$ cat src/rtl/hack_pkg.sv
// Hack CPU shared definitions: widths, instruction field bit positions and
// the 7-bit {a,c[5:0]} comp encodings used when building C-instructions.
// Helper c_instr() assembles a C-instruction word from comp/dest/jump fields.
package hack_pkg;
  localparam int WIDTH  = 16;
  localparam int ADDR_W = 15;

  localparam int BIT_C  = 15;  // 1 = C-instruction
  localparam int BIT_A  = 12;  // y operand: 1 = in_m, 0 = A
  localparam int BIT_ZX = 11;
  localparam int BIT_NX = 10;
  localparam int BIT_ZY = 9;
  localparam int BIT_NY = 8;
  localparam int BIT_F  = 7;
  localparam int BIT_NO = 6;
  localparam int DEST_A = 5;
  localparam int DEST_D = 4;
  localparam int DEST_M = 3;
  localparam int JMP_LT = 2;
  localparam int JMP_EQ = 1;
  localparam int JMP_GT = 0;

  localparam logic [6:0] COMP_ZERO     = 7'b0101010;
  localparam logic [6:0] COMP_D        = 7'b0001100;
  localparam logic [6:0] COMP_A        = 7'b0110000;
  localparam logic [6:0] COMP_A_PLUS_1 = 7'b0110111;
  localparam logic [6:0] COMP_D_PLUS_A = 7'b0000010;
  localparam logic [6:0] COMP_D_PLUS_M = 7'b1000010;

  function automatic logic [WIDTH-1:0] c_instr(input logic [6:0] comp,
                                               input logic [2:0] dest,
                                               input logic [2:0] jmp);
    return {3'b111, comp, dest, jmp};
  endfunction
endpackage

$ cat src/rtl/alu.sv
// Hack ALU (combinational).
// Ports: x,y operands; zx/nx/zy/ny/f/no control; out result; zr (out==0);
// ng (out negative).
module alu #(
  parameter int WIDTH = 16
) (
  input  logic [WIDTH-1:0] x,
  input  logic [WIDTH-1:0] y,
  input  logic             zx,
  input  logic             nx,
  input  logic             zy,
  input  logic             ny,
  input  logic             f,
  input  logic             no,
  output logic [WIDTH-1:0] out,
  output logic             zr,
  output logic             ng
);
  logic [WIDTH-1:0] x1, x2, y1, y2, r;

  assign x1  = zx ? '0 : x;
  assign x2  = nx ? ~x1 : x1;
  assign y1  = zy ? '0 : y;
  assign y2  = ny ? ~y1 : y1;
  assign r   = f ? (x2 + y2) : (x2 & y2);
  assign out = no ? ~r : r;
  assign zr  = (out == '0);
  assign ng  = out[WIDTH-1];
endmodule

$ cat src/rtl/hack_jump.sv
// Jump condition evaluation.
// Ports: ng_i/zr_i ALU flags; jmp_i {lt,eq,gt}; take_o = branch taken.
module hack_jump (
  input  logic       ng_i,
  input  logic       zr_i,
  input  logic [2:0] jmp_i,
  output logic       take_o
);
  assign take_o = (jmp_i[2] & ng_i) | (jmp_i[1] & zr_i) | (jmp_i[0] & ~ng_i & ~zr_i);
endmodule

$ cat src/rtl/hack_cpu.sv
// Hack CPU core: decodes the instruction word, drives the ALU, holds A/D/PC.
// Ports: clk, reset (sync, high), instruction (ROM[pc]), in_m (RAM read),
// stall (freeze state); out_m (ALU result, comb), write_m (RAM strobe),
// address_m (A low bits), pc; illegal (only with HACK_ILLEGAL_EN defined).
// Build option: HACK_ILLEGAL_EN -- C-instructions whose bits[14:13]!=2'b11
// flag illegal and execute as NOP.
module hack_cpu
  import hack_pkg::*;
#(
  parameter int WIDTH    = hack_pkg::WIDTH,
  parameter int ADDR_W   = hack_pkg::ADDR_W,
  parameter int RESET_PC = 0
) (
  input  logic              clk,
  input  logic              reset,
  input  logic [WIDTH-1:0]  instruction,
  input  logic [WIDTH-1:0]  in_m,
  input  logic              stall,
  output logic [WIDTH-1:0]  out_m,
  output logic              write_m,
  output logic [ADDR_W-1:0] address_m,
`ifdef HACK_ILLEGAL_EN
  output logic              illegal,
`endif
  output logic [ADDR_W-1:0] pc
);
  logic [WIDTH-1:0]  a_q, a_d, d_q, d_d, alu_out;
  logic [ADDR_W-1:0] pc_q, pc_d;
  logic              is_c, bad, exec_c, zr, ng, take;

  assign is_c = instruction[BIT_C];
`ifdef HACK_ILLEGAL_EN
  assign bad     = is_c & (instruction[14:13] != 2'b11);
  assign illegal = bad & ~reset;
`else
  assign bad     = 1'b0;
`endif
  assign exec_c = is_c & ~bad;

  // x is always D; a-bit picks memory or A for y
  alu #(.WIDTH(WIDTH)) u_alu (
    .x  (d_q),
    .y  (instruction[BIT_A] ? in_m : a_q),
    .zx (instruction[BIT_ZX]),
    .nx (instruction[BIT_NX]),
    .zy (instruction[BIT_ZY]),
    .ny (instruction[BIT_NY]),
    .f  (instruction[BIT_F]),
    .no (instruction[BIT_NO]),
    .out(alu_out),
    .zr (zr),
    .ng (ng)
  );

  hack_jump u_jump (
    .ng_i  (ng),
    .zr_i  (zr),
    .jmp_i (instruction[JMP_LT:JMP_GT]),
    .take_o(take)
  );

  // Next state is computed from old register values, so a jump that also
  // writes A targets the old A, and D-dest uses old D as the operand.
  always_comb begin
    a_d  = a_q;
    d_d  = d_q;
    pc_d = pc_q + ADDR_W'(1);
    if (!is_c) begin
      a_d = instruction;
    end else if (exec_c) begin
      if (instruction[DEST_A]) a_d = alu_out;
      if (instruction[DEST_D]) d_d = alu_out;
      if (take) pc_d = a_q[ADDR_W-1:0];
    end
  end

  always_ff @(posedge clk) begin
    if (reset) begin
      a_q  <= '0;
      d_q  <= '0;
      pc_q <= ADDR_W'(RESET_PC);
    end else if (!stall) begin
      a_q  <= a_d;
      d_q  <= d_d;
      pc_q <= pc_d;
    end
  end

  assign out_m     = alu_out;
  assign write_m   = exec_c & instruction[DEST_M] & ~stall & ~reset;
  assign address_m = a_q[ADDR_W-1:0];
  assign pc        = pc_q;
endmodule
$ cat config.mk
export PLATFORM = sky130hd
export DESIGN_NAME = hack_cpu
export DESIGN_NICKNAME = d
export VERILOG_FILES = /design/src/rtl/hack_pkg.sv /design/src/rtl/alu.sv /design/src/rtl/hack_jump.sv /design/src/rtl/hack_cpu.sv
export SDC_FILE = /design/constraint.sdc
export NUM_CORES = 1
export LEC_CHECK = 0
export ABC_CLOCK_PERIOD_IN_PS = 13800
export BUFFER_PORTS_ARGS = -buffer_cell sky130_fd_sc_hd__buf_2
export CORE_ASPECT_RATIO = 1.4
export CORE_MARGIN = 2
export CORE_UTILIZATION = 40
export DETAILED_ROUTE_END_ITERATION = 8
export MAX_ROUTING_LAYER = met4
export PLACE_DENSITY = 0.62
export SYNTH_ARGS = -nofsm -noshare
export SYNTH_HDL_FRONTEND = slang
export SYNTH_SLANG_ARGS = --single-unit
export TNS_END_PERCENT = 10
$ cat constraint.sdc
create_clock -name clk -period 13.8 [get_ports clk]
set_clock_uncertainty 0.15 [all_clocks]
set_input_delay 2.07 -clock clk [delete_from_list [all_inputs] [get_ports clk]]
set_output_delay 2.07 -clock clk [all_outputs]
set_load 0.05 [all_outputs]
# After elaboration in Yosys (flattened, before gate mapping)
# Index checks and enable logic that the tools add are counted.
classes:
  eq_ne: 1
  n_mux: 11
  bitwise_logic: 17
  n_addsub: 2
  n_reduce_logical: 3
ops:
  columns: ["operator", "count"]
  rows:
  - ["two-way mux 16 bit", 9]
  - ["NOT 16 bit", 3]
  - ["two-way mux 15 bit", 2]
  - ["adder 16 bit", 1]
  - ["AND 16 bit", 1]
  - ["logical NOT 16 bit", 1]
  - ["adder 15 x 1 -> 15 bit (second input constant)", 1]
  - ["AND 1 bit", 7]
  - ["NOT 1 bit", 4]
  - ["AND reduction 3 bit", 1]
  - ["!= test 2 bit (second input constant)", 1]
  - ["OR 1 bit", 2]
  - ["AND reduction 2 bit", 1]
word_totals:
  regBits: 47
  output_inout_bits: 47

# Logic depth before layout (Yosys ltp)
depth:
  word_depth: 14
  ltp_mapped: 20
  ltp_nobuf: 17

# Cells and area by module
# From an unflattened synthesis, not the netlist that was laid out.
hier_totals:
  hier_cells: 582
  area_unflattened_um2: 4474.3
by_module_without_submodules:
  columns: ["module", "area_per_inst_um2", "cells_each", "instances"]
  rows:
  - ["hack_cpu", 2526.2, 309, 1]
  - ["alu", 1930.6, 271, 1]
  - ["hack_jump", 17.5, 2, 1]

# Worst setup path before layout
# No wires, ideal clock.
synth_timing:
  kind: "input to output"
  from: "input instruction[12]"
  to: "output out_m[10]"
  t_required_ns: 11.580
  cell_stages: 12
  setup_slack_ns: 5.889
  t_arrival_ns: 5.691
  path_cell_list: "clkbuf_1 clkbuf_1 mux2i_1 nor2_1 xor2_1 fa_1 a211oi_4 o21ai_1 a32oi_1 a21boi_1 o31ai_1 xor2_1"
synth_via:
  elab_chain_cells: 8
  elab_cells_between_ends: 9
synth_lines:
  columns: ["item", "line", "source"]
  rows:
  - ["from (decl)", "hack_cpu.sv:16", "input logic [WIDTH-1:0] instruction,"]
  - ["two-way mux 16 bit *", "hack_cpu.sv:43", ".y (instruction[BIT_A] ? in_m : a_q),"]
  - ["two-way mux 16 bit *", "alu.sv:23", "assign y1 = zy ? '0 : y;"]
  - ["NOT 16 bit", "alu.sv:24", "assign y2 = ny ? ~y1 : y1;"]
  - ["two-way mux 16 bit *", "alu.sv:24", null]
  - ["adder 16 bit or AND 16 bit (tied branches)", "alu.sv:25", "assign r = f ? (x2 + y2) : (x2 & y2);"]
  - ["two-way mux 16 bit *", "alu.sv:25", null]
  - ["NOT 16 bit", "alu.sv:26", "assign out = no ? ~r : r;"]
  - ["two-way mux 16 bit *", "alu.sv:26", null]
  - ["to (decl)", "hack_cpu.sv:19", "output logic [WIDTH-1:0] out_m,"]
# Every way passes the cells marked *; elsewhere a longest branch is shown, timed or not.

# Worst setup path in the final report
# Same ends and word-level chain as after synthesis.

==> metrics <==
crit path max fanout=17; Antenna Diode Count=0; Die Y=128.9 um; Clock H-tree levels=2; top post-synthesis cells by area=dfxtp_1, mux2i_1, nand2_1; first-pass GRT wire length=roughly 20 mm; Global Route Usage Sum=0.2155; commonest cells after routing, fill and taps aside=buf_2, nand2_1, nor2_1; Initial Util=0.4099; drt total wl=12.57 mm; CP Class=input pin to output port; core area=approximately 11000 um2; Max rail drop VDD=a little under 50 uV; Routed Antenna Nets=0; status=completed; Non-Filler Instances=between 700 and 800; DP Area=4748 um2; Layout Nets=around 680; RePlAce Congestion=a little over 0.9; Rows=45; area grow syn2layout=9.859%; flops & latches, synth=47; Vias=between 4k and 5k; Data arrival, critical path=around 5.6 ns; average size of a mapped cell=between 7 and 8 um2; Tcrit/Tclk final=0.5660; LEAKAGE=approximately 2.0 nW; # IOs=between 80 and 90; slowest cell on the critical path=fa_1; yosys warns=0; die area=12010 um2; setup bufs post-CTS=0; DRC errors left=0; Worst Hold Depth=2; # fillers=~1.1k; min Tclk post-route=7.811 ns; Hold/Removal Path Class=flip-flop to flip-flop; clk sinks=47; Clock Latency Late Sink=between 0.2 and 0.3 ns; worst hold start=d_q[10]; Final Total Pwr=around 0.56 mW; worst slew pin tran=1.068 ns; Mapped Cells=a little under 600; Crit. End Element=output port; Placed Instances=756; largest net degree at the start of global routing=50; sequential area share after synthesis=0.2112; most common cell after layout, fill and taps aside=buf_2; asr flop ratio synth=0; Max Buffers Root-to-Sink=2; Reg2Reg Setup Slack=~8.8 ns; FF-to-FF path depth=17; number of global-route vias before repair=4104; crit-path max cell delay=~0.46 ns; TritonRoute pass-1 iters=4; Fmax=roughly 130 MHz; die width=just over 90 um; Cell Area, Synth=approximately 4500 um2; Hold Path Sink=d_q[10]; CP Data Required Time=around 12 ns; RSZ-0062 raised after global routing=no; CTS tree=yes; max cap viols=0; reg-to-reg endpoint=pc[13]; final-report hold violation count=0; initial antenna violation count=0; DR iter-0 viols=between 200 and 250; Slew Limit Fails=0; post-DP HPWL=9.398 mm; clock-pin slew on the worst setup and hold paths=approximately 0.070 ns; cts hold-fix bufs=0; reg-to-reg startpoint=a_q[0]; layout cells sized above 1=0.1653; syn_nets=644; worst slack, placed=roughly 6 ns; fin util=0.4503; Setup Viol. Count Final=0; WHS=~0.31 ns; Yosys cell types=60; Setup crit start kind=input pin; routed len/inst=approximately 16 um; fin area=approximately 4900 um2; Setup WS post-layout=between 5 and 6 ns; Relative slew margins=0.2881; I/O Buffers=a little over 80; Resized cells post-CTS=0; post-route setup TNS=0 ns; CTS Buf Count=5; Avg Vias per Cell=approximately 5.6; root buf cell=clkbuf_16; Yosys top cell area share=0.2112; total grt overflow=0; crit-path cells=buf_2, mux2i_1, nor2_1, xor2_1, ha_1, fa_1, a211oi_4, o21ai_1, a32oi_1, a21boi_1, o31ai_1, xor2_1, buf_2; largest area contributor in the netlist=dfxtp_1; ys flop type=dfxtp_1; Post-synth EDFFs=0; PD cells=~110 nW/um2
[critical path: cells and delay by family]
family	cells	cell delay, ns
AOI/OAI and AO/OA	5	1.21
adders and majority gates	2	0.75
buffers and inverters	2	0.73
xor gates and xnor gates	2	0.52
muxes	1	0.24
and+or+nand+nor	1	0.06
[report_power, final]
group          total [mW]  switching [mW]  internal [mW]
registers           0.154         0.00894          0.145
clock network       0.124          0.0571         0.0669
logic               0.284           0.198         0.0865
total               0.562           0.264          0.298
[cell families after synthesis]
kind of cell,Yosys count,share of synthesized area
AOI/OAI and AO/OA,119,0.1916
xor gates and xnor gates,49,0.09635
adders and majority gates,18,0.05225
buffers and inverters,68,0.07753
DFF,47,0.2112
muxes,32,0.07191
and+or+nand+nor,258,0.2992
[worst max-delay path by stage]
| stage | slack (ns) | end | from |
|---|---|---|---|
| 6_report | 5.99 | out_m[10] | instruction[12] |
| 5_1_grt | 5.70 | out_m[10] | instruction[12] |
| 4_1_cts | 5.97 | out_m[10] | instruction[12] |
| 3_5_place_dp | 5.98 | out_m[10] | instruction[12] |
| 3_3_place_gp | 6.09 | out_m[10] | instruction[12] |
| 2_1_floorplan | 5.89 | out_m[10] | instruction[12] |
[flip-flops by register name, summed over array words and instances, names as in the netlist]
| name | count |
|---|---|
| a_q | 16 |
| d_q | 16 |
| pc | 15 |
[cells in the mapped netlist, drive strengths merged, types with 2 or more instances]
library cell,count
nand2,67
nor2,61
dfxtp,47
a21oi,33
buf,33
mux2i,32
xnor2,26
clkbuf,25
nand3,24
xor2,23
a211oi,19
nand2b,18
ha,17
nor3,15
o21ai,14
or3b,14
nand3b,13
a41oi,10
and3,10
inv,10
a21o,8
a31oi,7
nor2b,7
nor3b,7
and2,5
nand4,4
o21a,4
o31ai,4
a2111oi,3
a32oi,3
and3b,3
o211ai,3
o311ai,3
or3,3
or4,3
nor4,2
[routing by layer]
layer	vias to the layer above	wire length [um]	GRT usage
met3	30	373	0.02342
met4	0	366	0.07958
met2	112	6122	0.3666
met5	-	0	-
met1	2020	5708	0.2625
li1	2148	-	-
[final cells by class]
| cell class | instances | area [um2] | area share |
|---|---|---|---|
| inverters | 10 | 37.54 | 0.007671 |
| clock inverters | 3 | 20.02 | 0.004091 |
| clock buffers | 5 | 125.1 | 0.02557 |
| flip-flops and latches | 47 | 940.9 | 0.1923 |
| multi-input cells | 476 | 3181 | 0.6500 |
| well taps | 141 | 176.4 | 0.03605 |
| repair buffers | 82 | 412.9 | 0.08438 |
Power figures use the tool's default switching activity.
